**config.mk**
```make
export PLATFORM = sky130hd
export DESIGN_NAME = id_ex_stage_reg
export DESIGN_NICKNAME = d
export VERILOG_FILES = /design/src/rtl/id_ex_stage_reg.sv
export SDC_FILE = /design/constraint.sdc
export NUM_CORES = 1
export LEC_CHECK = 0
export CELL_PAD_IN_SITES_DETAIL_PLACEMENT = 2
export CELL_PAD_IN_SITES_GLOBAL_PLACEMENT = 2
export CORE_ASPECT_RATIO = 0.7
export CORE_MARGIN = 2
export CORE_UTILIZATION = 24
export CTS_CLUSTER_DIAMETER = 60
export DETAILED_ROUTE_END_ITERATION = 8
export PLACE_DENSITY = 0.87
export REMOVE_ABC_BUFFERS = 1
export SYNTH_ARGS = -nofsm -noshare
export SYNTH_HDL_FRONTEND = slang
export SYNTH_SLANG_ARGS = --single-unit
```
**constraint.sdc**
```tcl
create_clock -name clk -period 1.8 [get_ports clk]
set_input_delay 0.36 -clock clk [delete_from_list [all_inputs] [get_ports clk]]
set_output_delay 0.36 -clock clk [all_outputs]
set_load 0.05 [all_outputs]
```
**src/rtl/id_ex_stage_reg.sv**
```systemverilog
// ---------------------------------------------------------------------------
// id_ex_stage_reg
//   ID/EX pipeline register for the 5-stage MIPS core, with load-use hazard
//   detection. It captures the decoded operands and control from ID and
//   drives the EX stage. On a load-use hazard, or on a branch flush, it loads
//   a bubble: ex_valid, all control bits and alu_op are zero.
//
// Ports
//   clk, rst_n        rising-edge clock, async active-low reset
//   stall_in          external hold: ID/EX keeps its contents
//   flush             branch taken: squash the instruction entering ID/EX
//   id_*              decoded instruction from ID
//                     id_ctrl = {alu_src, reg_dst, mem_read, mem_write,
//                                reg_write, mem_to_reg, branch}
//   ex_*              registered copy for EX
//                     ex_alu_src selects the ALU operand: 0 = rt_data, 1 = imm
//   hold_if_id        combinational: freeze PC and IF/ID this cycle
// ---------------------------------------------------------------------------
module id_ex_stage_reg #(
  parameter int DW  = 32,
  parameter int RW  = 5,
  parameter int OPW = 4
) (
  input  logic           clk,
  input  logic           rst_n,
  input  logic           stall_in,
  input  logic           flush,
  input  logic           id_valid,
  input  logic [RW-1:0]  id_rs,
  input  logic [RW-1:0]  id_rt,
  input  logic [RW-1:0]  id_rd,
  input  logic           id_uses_rt,
  input  logic [DW-1:0]  id_rs_data,
  input  logic [DW-1:0]  id_rt_data,
  input  logic [DW-1:0]  id_imm,
  input  logic [6:0]     id_ctrl,
  input  logic [OPW-1:0] id_alu_op,
  output logic           ex_valid,
  output logic [RW-1:0]  ex_rs,
  output logic [RW-1:0]  ex_rt,
  output logic [RW-1:0]  ex_rd,
  output logic [DW-1:0]  ex_rs_data,
  output logic [DW-1:0]  ex_rt_data,
  output logic [DW-1:0]  ex_imm,
  output logic           ex_alu_src,
  output logic [5:0]     ex_ctrl_rest,
  output logic [OPW-1:0] ex_alu_op,
  output logic           hold_if_id
);

  typedef struct packed {
    logic           valid;
    logic [RW-1:0]  rs;
    logic [RW-1:0]  rt;
    logic [RW-1:0]  rd;
    logic [DW-1:0]  rs_data;
    logic [DW-1:0]  rt_data;
    logic [DW-1:0]  imm;
    logic [6:0]     ctrl;
    logic [OPW-1:0] alu_op;
  } idex_t;

  idex_t q, d;
  logic  lu;
  logic  ex_mem_read;

  assign ex_mem_read = q.ctrl[4];

  // Load in EX whose destination the ID instruction reads. $0 never stalls.
  assign lu = q.valid & ex_mem_read & (q.rt != '0) & id_valid &
              ((q.rt == id_rs) | (id_uses_rt & (q.rt == id_rt)));

  // A flush squashes the dependent instruction, so no IF/ID hold is needed.
  // Gated by rst_n so an asserted stall_in cannot leak out during reset.
  assign hold_if_id = rst_n & ((lu & ~flush) | stall_in);

  always_comb begin
    d = q;
    if (flush) begin
      d = '0;
    end else if (stall_in) begin
      d = q;
    end else if (lu) begin
      d = '0;
    end else begin
      d.valid   = id_valid;
      d.rs      = id_rs;
      d.rt      = id_rt;
      d.rd      = id_rd;
      d.rs_data = id_rs_data;
      d.rt_data = id_rt_data;
      d.imm     = id_imm;
      d.ctrl    = id_valid ? id_ctrl   : '0;
      d.alu_op  = id_valid ? id_alu_op : '0;
    end
  end

  always_ff @(posedge clk or negedge rst_n) begin
    if (!rst_n) q <= '0;
    else        q <= d;
  end

  assign ex_valid     = q.valid;
  assign ex_rs        = q.rs;
  assign ex_rt        = q.rt;
  assign ex_rd        = q.rd;
  assign ex_rs_data   = q.rs_data;
  assign ex_rt_data   = q.rt_data;
  assign ex_imm       = q.imm;
  assign ex_alu_src   = q.ctrl[6];
  assign ex_ctrl_rest = q.ctrl[5:0];
  assign ex_alu_op    = q.alu_op;

endmodule

```
==> flow_metrics.py, run 1 <==
metrics = {
    "power_and_ir_drop": {
        "clkPwrFrac_pct": 34.2,
        "peakVddDrop_mv": 0.598,
        "power_density_nw_per_um2": 895,
        "seq_power_share_pct": 30.7,
        "switching_share_pct": 38.4,
        "switching_power_mw": 4.06,
        "power_frac_comb_pct": 35.1,
        "p_int_mw": 6.50,
        "leakagePower_nw": 4.90,
    },
    "critical_path": {
        "r2r-start": "ex_rt[4]",
        "ff2ff_path_depth": 8,
        "timing.rr.end": "ex_rt_data[17]",
        "crit_path_max_fanout": 2,
        "crit_chain": "or4_4 > o2111ai_4 > nor3b_1 > a22o_1 > buf_12",
        "worstSetupPathType": "register to output pin",
        "critPathMaxStageDelay_ps": 560,
        "worst_setup_path_end_kind": "output pin",
        "start_kind": "register",
        "regToRegSetupSlack_ps": -330,
        "cpMaxStageDelayCell": "or4_4",
        "cp.arrival_ps": 2090,
        "cp.required_ps": 1440,
    },
    "drt": {
        "route.vias.total": 7873,
        "wl_per_cell_um": 27.4,
        "postRouteAntennaNets": 0,
        "drc": 0,
        "vias_per_cell": 5.72,
        "first_pass_iters": 5,
        "routed_wl_mm": 37.7,
        "first_iter_violations": 539,
    },
    "synth": {
        "syn-cell-area_um2": 6940,
        "ys_types": 20,
        "synth-seq-cells": 123,
        "synth.area.top_cells": "dfrtp_1, o221ai_1, nor3b_1, a22oi_1, nand2_1",
        "synthCells": 728,
        "yosys_warnings": 0,
        "yosysTopAreaCellShare_pct": 44.4,
        "synth-edff-count": 0,
        "syn_area_per_cell_um2": 9.53,
        "synthArstFlopShare_pct": 100,
        "synthFlopType": "dfrtp_1",
        "ys_seq_area_share_pct": 44.4,
        "synth.largest_area_cell": "dfrtp_1",
    },
    "placed_design": {
        "hpwlAfterDp_mm": 21.2,
        "placed_cells": 1313,
        "io_buffers": 251,
        "dp_slack_ps": -472,
        "gp_congestion": 0.776,
    },
    "cells_and_area": {
        "syn_to_final_growth_pct": 69.9,
        "layout_common_cells": "buf_4, clkdlybuf4s50_1, dfrtp_1",
        "final_common_cell": "buf_4",
        "antenna_cells": 0,
        "instances_no_fill": 1376,
        "drive_gt1_share_pct": 33.2,
        "nFillCells": 2964,
        "nNetsFinal": 1113,
        "fin_util_pct": 41.1,
    },
    "clock_tree": {
        "h-tree-depth": 4,
        "numCtsBuffers": 17,
        "clk_pin_slew_ps": 60,
        "clk_path_buf_depth": 2,
        "root_buffer": "clkbuf_16",
        "clkSinkCount": 123,
        "cts_tree": "built",
        "clk_latency_ps": 430,
        "hold_buffers": 0,
    },
    "timing": {
        "drv_slew": 0,
        "layout_min_cycle_time_ps": 2450,
        "rsz0062_at_grt": "true",
        "setup-violations-final": 124,
        "final-hold-violation-count": 0,
        "maxSlewHeadroom_pct": 34.0,
        "fin_skew_ps": 13.3,
        "finalCritPeriodShare_pct": 136,
        "fin_ws_ps": -646,
        "worst_slew_pin_slew_ps": 991,
        "max_freq_mhz": 409,
    },
    "die": {
        "ioPinCount": 252,
        "dieArea_um2": 30300,
        "num_rows": 52,
        "start_util_pct": 24.2,
        "core_um2": 28700,
        "die_x_um": 207,
        "fp.dieH_um": 146,
    },
    "grt": {
        "antenna_found_initial": 0,
        "grt_pass1_wl_mm": 55.2,
        "grt_max_degree": 68,
        "first_global_vias": 8729,
        "gr-total-overflow": 0,
        "grt_usage_pct": 23.7,
    },
    "flow_run": {
        "drv_cap": 0,
    },
    "run_status": {
        "violations": "setup timing",
        "status": "finished with violations",
    },
    "hold_path": {
        "hold_class": "input pin to asynchronous set/reset pin",
    },
}
[routing by layer]
metal | share of wire (%) | wire (um) | track usage, %
met2 | 48 | 18200 | 38.4
met5 | 0 | 0 | 0
met1 | 44 | 16600 | 31.5
met3 | 5.6 | 2110 | 5.51
met4 | 2.2 | 818 | 6.89
[cell families (layout without fill, tap and decap cells)]
family | count (synthesis) | after routing | synth area share (%)
and+or+nand+nor | 241 | 241 | 19.3
buffers and inverters | 105 | 375 | 6.18
AOI/OAI and AO/OA | 249 | 249 | 28.9
DFF | 123 | 123 | 44.4
xor gates and xnor gates | 10 | 10 | 1.26
[state kept, by name, indices dropped and copies added, names as in the netlist]
signal / cells
ex_rs_data: 32
ex_ctrl_rest: 6
ex_rt_data: 32
ex_rs: 5
ex_imm: 32
ex_rt: 5
ex_rd: 5
ex_alu_src: 1
ex_alu_op: 4
ex_valid: 1
[synth_stat cells (2+ instances only)]
cell	count
xnor2_1	10
a22oi_1	107
o21ai_0	12
nand2_1	124
buf_2	7
inv_1	2
a32oi_1	16
buf_4	7
buf_1	17
clkbuf_1	72
nor3b_1	113
o221ai_1	111
dfrtp_1	123
[final cells by class]
type                       count  area (um^2)  area share (%)
clock inverter                10          115           0.976
tap                          378          473            4.01
inverter                       2         7.51          0.0637
timing repair buffer         341         3570            30.3
clock buffer                  22          484            4.11
sequential                   123         3080            26.1
multi-input combinational    500         4070            34.5
[what timing repair did]
action,4_1_cts,5_1_grt
setup endpoints to repair,124,124
cloned,9,7
pin swaps,8,13
endpoints found under the hold margin,0,0
resized for setup,93,31
buffers inserted,13,4
[power groups by stage]
stage	Clock, mW	Sequential, mW	Combinational (mW)
floorplan	0	4.18	0.700
detailed placement	0	3.27	3.23
finish	3.61	3.24	3.70
global route	3.81	3.27	3.87
CTS	3.67	3.23	3.55
global placement	0	3.26	3.15
[critical path: cells and delay by family, from the launching register on]
kind | cells | cell delay (ps)
compound gates | 2 | 440
flops | 1 | 400
simple gates | 2 | 640
buf+inv | 1 | 170
[stage by stage]
stage	TNS [ps]	total power [mW]	instance area, um^2	hold WS [ps]
2_1_floorplan	-379310	4.88	6520	64.4
3_3_place_gp	-26550	6.40	9980	483
3_5_place_dp	-33330	6.50	9980	504
4_1_cts	-18330	10.5	11500	139
5_1_grt	-32940	11.0	11800	171
6_report	-24760	10.6	11800	120
[how the worst max path moves through the flow]
stage | startpoint | to | depth (start not counted)
after global routing | ex_rt[4] | hold_if_id | 5
after global placement | id_rs[0] | hold_if_id | 6
after detailed placement | id_rt[1] | hold_if_id | 6
final | ex_rt[4] | hold_if_id | 5
after CTS | ex_rt[4] | hold_if_id | 5
after floorplan | ex_rt[3] | hold_if_id | 4
No activity file was read; power rests on OpenSTA's default activity.
==> run 2, diff against run 1 <==
Settings changed: CAP_MARGIN set to 5, CTS_BUF_LIST set to sky130_fd_sc_hd__clkbuf_4 sky130_fd_sc_hd__clkbuf_8 sky130_fd_sc_hd__clkbuf_16.
==> flow_metrics.py, run 2 (synthesis gave the netlist of run 1 again) <==
metrics = {
    "cells_and_area": {
        "nFillCells": 2943,
        "final_common_cell": "buf_4",
        "drive_gt1_share_pct": 33.6,
        "multi_input_area_um2": 4040,
        "instances_no_fill": 1386,
        "syn_to_final_growth_pct": 72.8,
        "seq_area_um2": 3080,
        "layout_common_cells": "buf_4, clkdlybuf4s50_1, dfrtp_1",
        "nNetsFinal": 1122,
    },
    "drt": {
        "first_iter_violations": 557,
        "wl_per_cell_um": 27.7,
        "vias_per_cell": 5.71,
        "route.vias.total": 7909,
        "postRouteAntennaNets": 0,
        "first_pass_iters": 5,
        "drc": 0,
        "routed_wl_mm": 38.4,
    },
    "power_and_ir_drop": {
        "switching_share_pct": 38.3,
        "seq_power_share_pct": 30.6,
        "power_frac_comb_pct": 35.0,
        "peakVddDrop_mv": 0.596,
        "p_int_mw": 6.51,
        "power_density_nw_per_um2": 881,
        "clkPwrFrac_pct": 34.4,
        "switching_power_mw": 4.05,
        "leakagePower_nw": 5.03,
    },
    "die": {
        "num_rows": 52,
        "ioPinCount": 252,
        "fp.dieH_um": 146,
        "die_x_um": 207,
        "core_um2": 28700,
        "start_util_pct": 24.2,
        "dieArea_um2": 30300,
    },
    "timing": {
        "fin_ws_ps": -669,
        "rsz0062_at_grt": "true",
        "tns_ps": -33120,
        "fin_skew_ps": 13.1,
        "max_freq_mhz": 405,
        "finalCritPeriodShare_pct": 137,
        "worst_slew_pin_slew_ps": 977,
        "final-hold-violation-count": 0,
        "maxSlewHeadroom_pct": 34.8,
        "drv_slew": 0,
        "setup-violations-final": 124,
        "layout_min_cycle_time_ps": 2470,
    },
    "placed_design": {
        "io_buffers": 251,
        "gp_congestion": 0.776,
        "hpwlAfterDp_mm": 21.2,
        "dp_slack_ps": -472,
        "placed_cells": 1313,
    },
    "critical_path": {
        "worst_setup_path_end_kind": "output pin",
        "crit_path_max_fanout": 2,
        "cp.arrival_ps": 2110,
        "start_kind": "register",
        "cp.required_ps": 1440,
        "worstSetupPathType": "register to output pin",
        "critPathLaunch": "ex_rt[2]",
        "r2r-start": "ex_rt[2]",
    },
    "clock_tree": {
        "h-tree-depth": 4,
        "clk_pin_slew_ps": 70,
        "clk_path_buf_depth": 2,
        "numCtsBuffers": 17,
        "clkSinkCount": 123,
        "cts_tree": "built",
        "root_buffer": "clkbuf_16",
        "hold_buffers": 0,
        "clk_latency_ps": 430,
    },
    "grt": {
        "gr-total-overflow": 0,
        "first_global_vias": 8662,
        "antenna_found_initial": 1,
        "grt_max_degree": 68,
        "grt_pass1_wl_mm": 54.6,
        "grt_usage_pct": 23.3,
    },
    "flow_run": {
        "drv_cap": 0,
    },
    "hold_path": {
        "hold_class": "input pin to asynchronous set/reset pin",
    },
    "run_status": {
        "violations": "setup timing",
        "status": "finished with violations",
    },
}
[run 2: worst max-delay path, cell delays in order, from the launching register on]
cell,delay (ps)
dfrtp_1,400
or4_4,560
o2111ai_4,210
nor3b_1,80
a22o_1,270
buf_12,170
[run 2: worst paths after layout]
check | slack (ps) | to | depth (start not counted)
max | -670 | hold_if_id | 5
min | 120 | ex_imm[24] | 2
max reg2reg | -380 | ex_rs[2] | 9
min reg2reg | 510 | ex_imm[12] | 2
max in group asynchronous | 950 | ex_rt_data[26] | 2
min in group clk | 510 | ex_imm[12] | 2
[run 2: through the flow]
stage	instance area [um^2]	util [%]	power [mW]	hold WS [ps]
floorplan	6520	-	4.88	64.4
global placement	9980	34.8	6.40	483
detailed placement	9980	34.8	6.50	504
CTS	11500	40.1	10.5	137
global route	12000	41.8	10.9	182
finish	12000	41.8	10.6	120
[run 2: final cells by class]
cell class / instances / share of cell area, %
Multi-Input combinational cell: 500 / 33.6
Timing Repair Buffer: 350 / 31.6
Sequential cell: 123 / 25.7
Clock buffer: 22 / 4.07
Tap cell: 378 / 3.94
Clock inverter: 10 / 0.960
Inverter: 2 / 0.0626
Antenna cell: 1 / 0.0209
[run 2: power groups by stage]
stage / Clock, mW / Combinational [mW] / Sequential (mW)
after global placement: 0 / 3.15 / 3.26
after global routing: 3.82 / 3.86 / 3.27
after floorplan: 0 / 0.700 / 4.18
after CTS: 3.69 / 3.56 / 3.23
final: 3.63 / 3.69 / 3.24
after detailed placement: 0 / 3.23 / 3.27
[run 2: timing repair]
action | 4_1_cts | 5_1_grt
endpoints found under the setup margin | 124 | 124
pin swaps | 7 | 39
setup buffers | 13 | 5
gates resized for setup | 95 | 38
cloned | 10 | 13
hold endpoints to repair | 0 | 0
[run 2: routing by layer]
| metal | GRT usage (%) | vias up | wire [um] |
|---|---|---|---|
| li1 | - | 3405 | - |
| met1 | 31.0 | 4146 | 17100 |
| met2 | 37.9 | 309 | 18100 |
| met3 | 5.31 | 49 | 2260 |
| met4 | 6.89 | 0 | 892 |
| met5 | 0 | - | 0 |
